File: src/rtl/axi4_sram_initiator.sv
// Turns a simple one-at-a-time word request port into single-beat AXI4 reads and writes.
// At most one transaction is in flight; completion is reported by a one-cycle rsp_valid pulse.
module axi4_sram_initiator #(
    parameter int                           MEM_ADDR_BITS     = 10,
    parameter int                           AXI_ADDRESS_WIDTH = 32,
    parameter int                           AXI_DATA_WIDTH    = 32,
    parameter int                           AXI_ID_WIDTH      = 4,
    parameter logic [AXI_ADDRESS_WIDTH-1:0] BASE_ADDR         = '0
) (
    input  logic                           ACLK,
    input  logic                           ARESETn,

    input  logic                           req_valid,
    output logic                           req_ready,
    input  logic                           req_write,
    input  logic [MEM_ADDR_BITS-1:0]       req_addr,
    input  logic [AXI_DATA_WIDTH-1:0]      req_wdata,
    input  logic [AXI_DATA_WIDTH/8-1:0]    req_byte_en,
    output logic                           rsp_valid,
    output logic [AXI_DATA_WIDTH-1:0]      rsp_rdata,
    output logic                           rsp_err,

    output logic [AXI_ID_WIDTH-1:0]        AWID,
    output logic [AXI_ADDRESS_WIDTH-1:0]   AWADDR,
    output logic [7:0]                     AWLEN,
    output logic [2:0]                     AWSIZE,
    output logic [1:0]                     AWBURST,
    output logic                           AWVALID,
    input  logic                           AWREADY,

    output logic [AXI_DATA_WIDTH-1:0]      WDATA,
    output logic [AXI_DATA_WIDTH/8-1:0]    WSTRB,
    output logic                           WLAST,
    output logic                           WVALID,
    input  logic                           WREADY,

    input  logic [AXI_ID_WIDTH-1:0]        BID,
    input  logic [1:0]                     BRESP,
    input  logic                           BVALID,
    output logic                           BREADY,

    output logic [AXI_ID_WIDTH-1:0]        ARID,
    output logic [AXI_ADDRESS_WIDTH-1:0]   ARADDR,
    output logic [7:0]                     ARLEN,
    output logic [2:0]                     ARSIZE,
    output logic [1:0]                     ARBURST,
    output logic                           ARVALID,
    input  logic                           ARREADY,

    input  logic [AXI_ID_WIDTH-1:0]        RID,
    input  logic [AXI_DATA_WIDTH-1:0]      RDATA,
    input  logic [1:0]                     RRESP,
    input  logic                           RLAST,
    input  logic                           RVALID,
    output logic                           RREADY
);

    localparam int         STRB_W    = AXI_DATA_WIDTH / 8;
    localparam int         SIZE_LOG2 = $clog2(STRB_W);
    localparam logic [2:0] AXSIZE    = 3'(SIZE_LOG2);

    localparam logic [2:0] S_IDLE    = 3'd0;
    localparam logic [2:0] S_WR      = 3'd1;
    localparam logic [2:0] S_WR_RESP = 3'd2;
    localparam logic [2:0] S_RD_ADDR = 3'd3;
    localparam logic [2:0] S_RD_DATA = 3'd4;

    logic [2:0]                   state_q, state_d;
    logic                         req_ready_q, req_ready_d;
    logic                         awvalid_q, awvalid_d;
    logic                         wvalid_q, wvalid_d;
    logic                         arvalid_q, arvalid_d;
    logic                         bready_q, bready_d;
    logic                         rready_q, rready_d;
    logic                         rsp_valid_q, rsp_valid_d;
    logic                         rsp_err_q, rsp_err_d;
    logic [AXI_DATA_WIDTH-1:0]    rsp_rdata_q, rsp_rdata_d;
    logic [AXI_ADDRESS_WIDTH-1:0] addr_q;
    logic [AXI_DATA_WIDTH-1:0]    wdata_q;
    logic [STRB_W-1:0]            wstrb_q;

    logic                         accept;
    logic [AXI_ADDRESS_WIDTH-1:0] req_axaddr;

    // IDs are always zero and bursts single-beat, so the response tags carry no information
    logic unused_resp_tags;
    assign unused_resp_tags = ^{BID, RID, RLAST};

    assign accept     = req_valid && req_ready_q;
    assign req_axaddr = BASE_ADDR + (AXI_ADDRESS_WIDTH'(req_addr) << SIZE_LOG2);

    always_comb begin
        state_d     = state_q;
        awvalid_d   = awvalid_q;
        wvalid_d    = wvalid_q;
        arvalid_d   = arvalid_q;
        bready_d    = 1'b0;
        rready_d    = 1'b0;
        rsp_valid_d = 1'b0;
        rsp_err_d   = rsp_err_q;
        rsp_rdata_d = rsp_rdata_q;
        case (state_q)
            S_IDLE: begin
                if (accept) begin
                    if (req_write) begin
                        state_d   = S_WR;
                        awvalid_d = 1'b1;
                        wvalid_d  = 1'b1;
                    end else begin
                        state_d   = S_RD_ADDR;
                        arvalid_d = 1'b1;
                    end
                end
            end
            S_WR: begin
                // AW and W complete independently; leave once neither is still pending
                if (AWREADY) awvalid_d = 1'b0;
                if (WREADY)  wvalid_d  = 1'b0;
                if ((!awvalid_q || AWREADY) && (!wvalid_q || WREADY)) begin
                    state_d  = S_WR_RESP;
                    bready_d = 1'b1;
                end
            end
            S_WR_RESP: begin
                if (BVALID) begin
                    state_d     = S_IDLE;
                    rsp_valid_d = 1'b1;
                    rsp_err_d   = (BRESP != 2'b00);
                end else begin
                    bready_d = 1'b1;
                end
            end
            S_RD_ADDR: begin
                if (ARREADY) begin
                    arvalid_d = 1'b0;
                    state_d   = S_RD_DATA;
                    rready_d  = 1'b1;
                end
            end
            S_RD_DATA: begin
                if (RVALID) begin
                    state_d     = S_IDLE;
                    rsp_valid_d = 1'b1;
                    rsp_err_d   = (RRESP != 2'b00);
                    rsp_rdata_d = RDATA;
                end else begin
                    rready_d = 1'b1;
                end
            end
            default: begin
                state_d   = S_IDLE;
                awvalid_d = 1'b0;
                wvalid_d  = 1'b0;
                arvalid_d = 1'b0;
            end
        endcase
        req_ready_d = (state_d == S_IDLE);
    end

    always_ff @(posedge ACLK or negedge ARESETn) begin
        if (!ARESETn) begin
            state_q     <= S_IDLE;
            req_ready_q <= 1'b0;
            awvalid_q   <= 1'b0;
            wvalid_q    <= 1'b0;
            arvalid_q   <= 1'b0;
            bready_q    <= 1'b0;
            rready_q    <= 1'b0;
            rsp_valid_q <= 1'b0;
            rsp_err_q   <= 1'b0;
            rsp_rdata_q <= '0;
        end else begin
            state_q     <= state_d;
            req_ready_q <= req_ready_d;
            awvalid_q   <= awvalid_d;
            wvalid_q    <= wvalid_d;
            arvalid_q   <= arvalid_d;
            bready_q    <= bready_d;
            rready_q    <= rready_d;
            rsp_valid_q <= rsp_valid_d;
            rsp_err_q   <= rsp_err_d;
            rsp_rdata_q <= rsp_rdata_d;
        end
    end

    // Payload is only meaningful while the matching VALID is high, so it needs no reset
    always_ff @(posedge ACLK) begin
        if (accept) begin
            addr_q  <= req_axaddr;
            wdata_q <= req_wdata;
            wstrb_q <= req_byte_en;
        end
    end

    assign req_ready = req_ready_q;
    assign rsp_valid = rsp_valid_q;
    assign rsp_err   = rsp_err_q;
    assign rsp_rdata = rsp_rdata_q;

    assign AWID    = '0;
    assign AWADDR  = addr_q;
    assign AWLEN   = 8'd0;
    assign AWSIZE  = AXSIZE;
    assign AWBURST = 2'b01;
    assign AWVALID = awvalid_q;

    assign WDATA   = wdata_q;
    assign WSTRB   = wstrb_q;
    assign WLAST   = 1'b1;
    assign WVALID  = wvalid_q;

    assign BREADY  = bready_q;

    assign ARID    = '0;
    assign ARADDR  = addr_q;
    assign ARLEN   = 8'd0;
    assign ARSIZE  = AXSIZE;
    assign ARBURST = 2'b01;
    assign ARVALID = arvalid_q;

    assign RREADY  = rready_q;

endmodule

File: config.mk
export PLATFORM = sky130hd
export DESIGN_NAME = axi4_sram_initiator
export DESIGN_NICKNAME = d
export VERILOG_FILES = /design/src/rtl/axi4_sram_initiator.sv
export SDC_FILE = /design/constraint.sdc
export NUM_CORES = 1
export LEC_CHECK = 0
export ABC_AREA = 1
export CAP_MARGIN = 20
export CORE_UTILIZATION = 35
export DETAILED_ROUTE_END_ITERATION = 12
export GPL_TIMING_DRIVEN = 0
export PLACE_DENSITY_LB_ADDON = 0.05
export SYNTH_ARGS = -nofsm -noshare
export SYNTH_HDL_FRONTEND = slang
export SYNTH_SLANG_ARGS = --single-unit
File: constraint.sdc
create_clock -name ACLK -period 2 [get_ports ACLK]
set_input_delay 0.3 -clock ACLK [delete_from_list [all_inputs] [get_ports ACLK]]
set_output_delay 0.3 -clock ACLK [all_outputs]
set_load 0.02 [all_outputs]
# == After elaboration in Yosys (flattened, before gate mapping) ==
# Cells that the tools add are included.
# op_classes
eq_ne,12
n_reduce_logical,18
mux,29
bitwise_logic,2
# ops
operator,n
"2-bit inequality test, second input constant",8
1-bit two-way mux,15
3-bit two-way mux,5
3-bit case mux with 5 select lines,1
4-bit AND reduction,3
1-bit case mux with 3 select lines,3
1-bit case mux with 2 select lines,4
"3-bit by 2-bit equality test with 1-bit output, second input constant",2
3-bit logical NOT,2
2-bit nonzero test,3
3-bit OR reduction,2
"3-bit by 1-bit equality test with 1-bit output, second input constant",1
"3-bit equality test, second input constant",1
3-bit AND reduction,1
1-bit logical AND,2
1-bit logical NOT,2
1-bit logical OR,2
2-bit two-way mux,1
1-bit inverter,2
2-bit AND reduction,1
# word_totals
out_inout_bits,175
ff_bits,89
elab_cells,74
inputBits,100

# == Logic depth before layout (Yosys ltp) ==
# logic_depth
ltp_word,6
mapped_depth,8
ltp_nobuf,7

# == Worst setup path after synthesis ==
# No wires, ideal clock.
# synth_path
kind,register -> register
from,register req_ready_q (netlist: req_ready)
to,register addr_q[10] (netlist: ARADDR[10]) (enable)
setup_time_ns,0.401
setup_slack_ns,0.078
n_path_buf,0
arrival_ns,1.521
stages_incl_launch_ff,3
synth_period_minus_slack_ns,1.922
path_cell_list,dfrtp_1 nand2_1 inv_1
# synth_via
elab_chain_len,1
# synth_rtl
item,line,rtl
"start, declared",69,"logic req_ready_q, req_ready_d;"
"start signal, assigned",174,req_ready_q <= req_ready_d;
1-bit logical AND,89,assign accept = req_valid && req_ready_q;
via accept,82,logic accept;
"end signal, assigned",189,addr_q <= req_axaddr;
"end, declared",78,logic [AXI_ADDRESS_WIDTH-1:0] addr_q;
# The timed path passes the listed nets, and every way through them passes these cells.
# A chain may end at the register's enable or synchronous reset.

# == Worst setup path after layout ==
# layout_path
from,register addr_q[5] (netlist: ARADDR[5])
to,output AWADDR[5]
# layout_lines
item,line,rtl
"end, declared",24,"output logic [AXI_ADDRESS_WIDTH-1:0] AWADDR,"
# No word-level cell between the ends.

==> reports/qor.yml <==
placed_design:
  placed_area_um2: 6310
  portBuffers: 186
  routabilityCongestion: 0.753
  place_ws_ns: 0.204
  hpwl_mm: 7.38
outcome:
  status: "finished clean"
clocking:
  clkTransAtPathRegs_ns: 0.06
  htree_levels: 3
  cts_buffers: 9
  clock_path_buffers: 2
  post_cts_buffers: 0
  clock_latency_ns: 0.33
  clkSinkCount: 89
  cts-root-buf: "clkbuf_16"
  ctsResizeCount: 0
  cts_tree: "done"
final_layout:
  fin_nets: 732
  num-fill-cells: 983
  syn_to_final_growth_pct: 68.2
  final_layout_size_suffix_gt1_share_pct: 20.3
  seq_area_um2: 2460
  antennaDiodeCount: 0
  multi_input_area_um2: 876
  fin_util_pct: 60.7
  stdcell_area_um2: 6640
sta:
  finalHoldViolCount: 0
  report.final.slew_viol_count: 0
  fin_ws_ns: 0.306
  skew_ns: 0.00462
  rsz0062_at_grt: "false"
  fmax_mhz: 590
  fin_crit_sh_pct: 84.7
  final.min_clock_period_ns: 1.69
  setup_viol: 0
setup_path:
  r2r_cells: 3
  startpoint_type: "register"
  cp_slowest_cell: "clkdlybuf4s50_1"
  path_class: "register to output pin"
  cp_cell_sequence: "buf_4 -> clkdlybuf4s50_1"
  reg2reg_slack_ns: 0.62
  critPathLaunch: "ARADDR[5]$_DFFE_PP_"
  endpoint_kind: "output pin"
  rr_startpoint: "req_ready$_DFF_PN0_"
  cp.required_ns: 1.70
  crit_path_max_fanout: 2
  r2r-end: "ARADDR[6]$_DFFE_PP_"
  worstPathArrival_ns: 1.39
  crit_path_max_incr_delay_ns: 0.52
detailed_routing:
  ant_nets: 0
  avgRoutedWirePerCell_um: 11.9
  vias: 3023
  firstDrtPassIters: 4
  drcViolationCount: 0
  wirelength_mm: 9.25
  drt_iter0_drc: 66
  vias_per_cell: 3.89
synth:
  synth_top_area_share_pct: 35.0
  synth-seq-cells: 89
  post_synth_main_area_contributors: "edfxtp_1 (35%), dfrtp_1 (27%), buf_4 (17%), nand2_1 (5.9%), inv_1 (4.1%)"
  synth_area_per_cell_um2: 11.1
  synth-seq-area-share_pct: 62.3
  synth_top_area_cell: "edfxtp_1"
  synth_area_um2: 3950
  ys_warn_count: 0
  netlist_instances: 355
  yosysUniqueCellTypes: 21
global_route:
  globalRouteOverflowTotal: 0
  grt_first_pass_wirelength_mm: 13.7
  track_usage_pct: 15.7
  antenna_found_initial: 0
  grt_max_degree: 38
  grt_pass1_vias: 2748
flow_run:
  drv_cap: 0
floorplan:
  rows: 38
  io_pins: 275
  die_w_um: 108
  core_um2: 10900
  die_h_um: 108
  start_util_pct: 36.1
  die_area_um2: 11700
power_and_ir_drop:
  ir_worst_vdd_v: 0.000674
  power.density_nw_per_um2: 1200
  finalPower_w: 0.00793
  leakage_nw: 3.15
hold_path:
  hp-class: "primary input to asynchronous set/reset pin"
==> repair_timing <==
item	4_1_cts	5_1_grt
hold endpoints to repair	6	0
hold buffers	1	0
setup endpoints to repair	0	0
==> state kept, by name, summed over array words and instances, names as in the netlist, 3 cells and up <==
name and cells:
ARADDR 10, state_q 3, rsp_rdata 32, WDATA 32
WSTRB 4
==> synth_stat cells (all sizes together) <==
cell type / instances
buf: 96
nand2: 62
edfxtp: 46
inv: 44
dfrtp: 43
o21ai: 36
nor2: 11
nand3: 8
a21oi: 2
conb: 2
nand4: 2
clkbuf: 1
nor3: 1
o211ai: 1
==> layer usage <==
metal | GRT usage [%] | up-vias | wire, µm
li1 | - | 1512 | -
met1 | 17.1 | 1342 | 3420
met2 | 28.1 | 156 | 4780
met3 | 4.04 | 13 | 850
met4 | 7.63 | 0 | 191
met5 | 0 | - | 0
==> stage by stage <==
stage                     hold WS (ns)  cells  setup TNS (ns)
after global placement           0.461    758          -54.23
after floorplan                0.00441    432               0
after global routing             0.350    777               0
after detailed placement         0.148    760               0
after CTS                        0.322    777               0
final                            0.321    777               0
==> area by class of cell <==
type | count | share of cell area (%)
Tap cell | 140 | 2.64
Sequential cell | 89 | 37.0
Timing Repair Buffer | 189 | 28.7
Clock inverter | 7 | 1.41
Buffer | 97 | 11.1
Multi-Input combinational cell | 202 | 13.2
Inverter | 44 | 2.49
Clock buffer | 9 | 3.39
==> cell usage in the layout, fill, tap and decap left out, drive strengths merged, types with 8 or more instances in the layout <==
cell type	Yosys	layout
nand3	8	8
o21ai	36	36
conb	2	79
buf	96	99
inv	44	45
nand2	62	62
clkbuf	1	10
edfxtp	46	46
dfrtp	43	43
clkdlybuf4s50	0	185
nor2	11	11
==> how the worst max path moves through the flow <==
stage | end | slack (ns)
after global routing | AWADDR[5] | 0.26
after global placement | WVALID$_DFFE_PN0P_ | -0.70
after detailed placement | ARADDR[3]$_DFFE_PP_ | 0.20
after CTS | AWADDR[5] | 0.28
after floorplan | ARADDR[10]$_DFFE_PP_ | 0.08
final | AWADDR[5] | 0.31
==> critical path: cells and delay by family, from the launching register on <==
kind / cells / cell delay [ns]
buffers and inverters: 2 / 0.67
flip-flops: 1 / 0.39
==> power by group <==
group          internal, W  switching [W]  total [W]
logic              0.00157        0.00174    0.00331
registers          0.00256       0.000279    0.00284
clock network      0.00109       0.000689    0.00178
==> kinds of logic after synthesis <==
family	Yosys count	synth area share, %
buf+inv	141	22.9
flops	89	62.3
simple gates	84	8.72
compound gates	39	5.96
other cells	2	0.190
(Power assumes the default switching activity.)
